===== src/rtl/fifo_sync_param.sv =====
// Parametrised single-clock FIFO with count, almost flags, sticky errors and sync clear; FIFO_FWFT_EN selects FWFT reads.
// Latency: registered read gives pop_data one cycle after the accepting edge, FWFT presents the head with zero latency.
// Backpressure: push is refused when full unless a pop is accepted in the same cycle; refused push/pop set sticky flags.
module fifo_sync_param #(
  parameter int DATA_WIDTH             = 8,
  parameter int INDEX_WIDTH            = 2,
  parameter int ALMOST_FULL_THRESHOLD  = 2,
  parameter int ALMOST_EMPTY_THRESHOLD = 2
) (
  input  logic                  clk,
  input  logic                  rst,
  input  logic                  clear,
  input  logic                  push,
  input  logic [DATA_WIDTH-1:0] push_data,
  input  logic                  pop,
  output logic [DATA_WIDTH-1:0] pop_data,
  output logic                  pop_valid,
  output logic                  full,
  output logic                  empty,
  output logic                  almost_full,
  output logic                  almost_empty,
  output logic [INDEX_WIDTH:0]  count,
  output logic                  overflow,
  output logic                  underflow
);

  localparam int DEPTH = 1 << INDEX_WIDTH;
  localparam int PTR_W = INDEX_WIDTH + 1;
  localparam logic [PTR_W-1:0] DEPTH_LVL = PTR_W'(DEPTH);
  localparam logic [PTR_W-1:0] AF_LVL    = PTR_W'(DEPTH - ALMOST_FULL_THRESHOLD);
  localparam logic [PTR_W-1:0] AE_LVL    = PTR_W'(ALMOST_EMPTY_THRESHOLD);

  logic [DATA_WIDTH-1:0] mem [DEPTH];
  logic [PTR_W-1:0]      wr_ptr;
  logic [PTR_W-1:0]      rd_ptr;
  logic                  overflow_q;
  logic                  underflow_q;
  logic                  flush;
  logic                  pop_acc;
  logic                  push_acc;

  // Pointers carry one extra wrap bit so full and empty are distinguishable.
  assign count        = wr_ptr - rd_ptr;
  assign empty        = (count == '0);
  assign full         = (count == DEPTH_LVL);
  assign almost_full  = (count >= AF_LVL);
  assign almost_empty = (count <= AE_LVL);
  assign overflow     = overflow_q;
  assign underflow    = underflow_q;

  assign flush    = rst | clear;
  assign pop_acc  = pop & ~empty & ~flush;
  assign push_acc = push & (~full | pop_acc) & ~flush;

  always_ff @(posedge clk) begin
    if (flush) begin
      wr_ptr      <= '0;
      rd_ptr      <= '0;
      overflow_q  <= 1'b0;
      underflow_q <= 1'b0;
    end else begin
      if (push_acc) wr_ptr <= wr_ptr + 1'b1;
      if (pop_acc)  rd_ptr <= rd_ptr + 1'b1;
      if (push && !push_acc) overflow_q  <= 1'b1;
      if (pop && !pop_acc)   underflow_q <= 1'b1;
    end
  end

  // Storage is intentionally left unreset.
  always_ff @(posedge clk) begin
    if (push_acc) mem[wr_ptr[INDEX_WIDTH-1:0]] <= push_data;
  end

`ifdef FIFO_FWFT_EN
  assign pop_valid = ~empty;
  assign pop_data  = mem[rd_ptr[INDEX_WIDTH-1:0]];
`else
  logic [DATA_WIDTH-1:0] pop_data_q;
  logic                  pop_valid_q;

  always_ff @(posedge clk) begin
    if (flush) begin
      pop_data_q  <= '0;
      pop_valid_q <= 1'b0;
    end else begin
      pop_valid_q <= pop_acc;
      if (pop_acc) pop_data_q <= mem[rd_ptr[INDEX_WIDTH-1:0]];
    end
  end

  assign pop_valid = pop_valid_q;
  assign pop_data  = pop_data_q;
`endif

endmodule


===== config.mk =====
export PLATFORM = sky130hd
export DESIGN_NAME = fifo_sync_param
export DESIGN_NICKNAME = d
export VERILOG_FILES = /design/src/rtl/fifo_sync_param.sv
export SDC_FILE = /design/constraint.sdc
export NUM_CORES = 1
export LEC_CHECK = 0
export BUFFER_PORTS_ARGS = -buffer_cell sky130_fd_sc_hd__buf_2
export CAP_MARGIN = 20
export CELL_PAD_IN_SITES_DETAIL_PLACEMENT = 2
export CELL_PAD_IN_SITES_GLOBAL_PLACEMENT = 2
export CORE_MARGIN = 3
export CORE_UTILIZATION = 42
export CTS_BUF_LIST = sky130_fd_sc_hd__clkbuf_16
export CTS_CLUSTER_SIZE = 10
export DETAILED_ROUTE_END_ITERATION = 6
export PLACE_DENSITY_LB_ADDON = 0.1
export SYNTH_ARGS = -nofsm -noshare
export SYNTH_HDL_FRONTEND = slang
export SYNTH_SLANG_ARGS = --single-unit

===== constraint.sdc =====
create_clock -name clk -period 8.3 [get_ports clk]
set_clock_uncertainty 0.2 [all_clocks]
set_input_delay 0 -clock clk [delete_from_list [all_inputs] [get_ports clk]]
set_output_delay 0 -clock clk [all_outputs]
set_load 0.01 [all_outputs]

==> run metrics <==
max-slew violations=0; initial antenna violation count=0; worst-path maximum fanout=12; drt initial violations=62; CTS Buffer Depth=2; synth warn=0; Mean Syn Cell Area=14.6 um2; post-CTS setup buffers=0; DRC Markers=0; CTS Hold Buffers Added=14; Initial Utilization=45.2%; worst hold path type=flip-flop to flip-flop; area grow syn2layout=25.0%; vias in the first global route=1519; largest net degree at the start of global routing=20; Total GRT Usage=20.3%; setup repair after global routing missed its margin=no; Worst Hold Depth=2; total global routing overflow=0; slew margin rel.=46.7%; min Tclk post-route=3.30 ns; Worst Hold Slack=0.259 ns; period utilisation layout=39.7%; setup TNS=0 ns; max-cap viol count=0; die area=5760 um2; maximum vdd drop=0.000153 V; commonest non-fill, non-tap cell in the layout=edfxtp_1; sequential area share after synthesis=63.5%; post_cts resized=0; Die X=75.9 um; Worst-path clk slew=0.06 ns; commonest cells after routing, fill and taps aside=edfxtp_1, buf_2, nand2_1; clock root buffer=clkbuf_16; Routed Antenna Nets=0; global-route wire length before repair=8.20 mm; Final GP Congestion=0.714; insertion delay to the later sink of the worst-skew pair=0.28 ns; CTS tree=yes; fraction of layout instances using a drive strength above 1=28.0%; WL/cell=19.8 um; Rows=24; outcome=finished, final reports clean; Static Leak=1.04 nW; Detailed Place HPWL=3.49 mm; Syn Inst Count=140; Avg Vias per Cell=5.28; Routed Wire Length=5.03 mm; drt first pass iters=4; fmax=303 MHz; via count=1341; Diodes inserted=0; height of the die=75.9 um; Final Hold Fails=0; cells on worst reg2reg path=7; CP arrival=3.27 ns; nets=208; WP data required=8.27 ns; clock sink count=49; Crit Path Class=flip-flop to flip-flop; Num CTS Buffers=5; FF+latch count, synth=49; Mapped Nets=160; synth unique cells=29; Ports=31; CP Launch Type=flip-flop; core area=4530 um2; final setup fails=0; Layout fillers=419; non-filler cells, final=254; Pwr Density=197 nW/um2; Placed Cells=231; H-tree lvl count=2; cell area after synthesis=2050 um2; Worst Tran Pin Value=0.800 ns; Critical Path End Type=flip-flop; Port Buffers=30
## per-stage QoR
| stage | area, um2 | power, mW | util (%) | setup WS [ns] |
|---|---|---|---|---|
| after floorplan | 2050 | 0.291 | - | 4.83 |
| after global placement | 2270 | 0.305 | 50.0 | 4.87 |
| after detailed placement | 2270 | 0.307 | 50.0 | 4.78 |
| after CTS | 2560 | 0.511 | 56.4 | 4.74 |
| after global routing | 2560 | 0.525 | 56.5 | 4.81 |
| final | 2560 | 0.505 | 56.5 | 5.00 |
## registers in the layout, indices dropped and copies added (netlist names)
register   flops
rd_ptr         3
underflow      1
wr_ptr         3
pop_data       8
pop_valid      1
overflow       1
mem           32
## worst paths after layout
path / start / endpoint / slack [ns]
max: rd_ptr[0] / pop_valid / 5.00
min reg2reg: pop_data[6] / pop_data[6] / 0.26
min: pop_data[6] / pop_data[6] / 0.26
max reg2reg: rd_ptr[0] / pop_valid / 5.00
## critical path, cell delays in order (launching register included)
cell,delay (ns)
dfxtp_1,0.52
ha_1,0.32
fa_1,0.43
xnor3_2,0.32
inv_4,0.09
o21ai_2,0.65
nor3_2,0.06
dlygate4sd3_1,0.58
## per-layer routing
metal / routed length [um] / share of wire, % / vias up / track usage [%]
met4: 77 / 1.5 / 0 / 5.83
met3: 157 / 3.1 / 8 / 4.49
li1: - / - / 617 / -
met2: 2780 / 55 / 24 / 37.5
met1: 2010 / 40 / 692 / 23.3
met5: 0 / 0 / - / 0
## layout make-up
class | count | area (um2) | area share, %
Inverter | 5 | 21.3 | 0.830
Clock inverter | 3 | 22.5 | 0.878
Timing Repair Buffer | 46 | 305 | 11.9
Tap cell | 65 | 81.3 | 3.17
Clock buffer | 5 | 125 | 4.88
Multi-Input combinational cell | 81 | 707 | 27.6
Sequential cell | 49 | 1300 | 50.8
## cells in the mapped netlist
cell	instances	area (um2)
a41oi_1	1	8.76
clkbuf_1	2	7.51
nor3_1	2	10.0
o21ai_2	1	8.76
edfxtp_1	32	961
o2111ai_1	1	8.76
nand2_1	29	109
dfxtp_1	17	340
a21boi_1	1	7.51
a21oi_1	2	10.0
buf_2	1	5.00
mux2i_1	13	130
a31oi_1	2	12.5
mux4_2	8	180
inv_1	4	15.0
xnor2_1	1	8.76
or3_1	2	12.5
and4_1	3	26.3
buf_6	1	11.3
and3b_1	1	8.76
inv_4	1	6.26
ha_1	6	75.1
fa_1	1	20.0
xnor3_2	1	23.8
nor3_2	1	10.0
a2111oi_0	1	8.76
buf_1	1	3.75
o211a_1	1	10.0
nor2_1	3	11.3
## report_power, final
part,leakage [nW],internal (mW),switching (mW),total (mW)
Combinational,0.544,0.0183,0.0231,0.0414
Clock,0.0738,0.112,0.0861,0.198
Sequential,0.427,0.263,0.00260,0.266
Total,1.04,0.393,0.112,0.505
## cells by family after synthesis
logic type	after synthesis	share of synthesized area, %
flops	49	63.5
simple gates	41	9.15
mux	21	15.1
compound gates	10	3.66
buf+inv	10	2.38
fa+ha+maj	7	4.64
xor+xnor	2	1.59
Power figures use the tool's default switching activity.
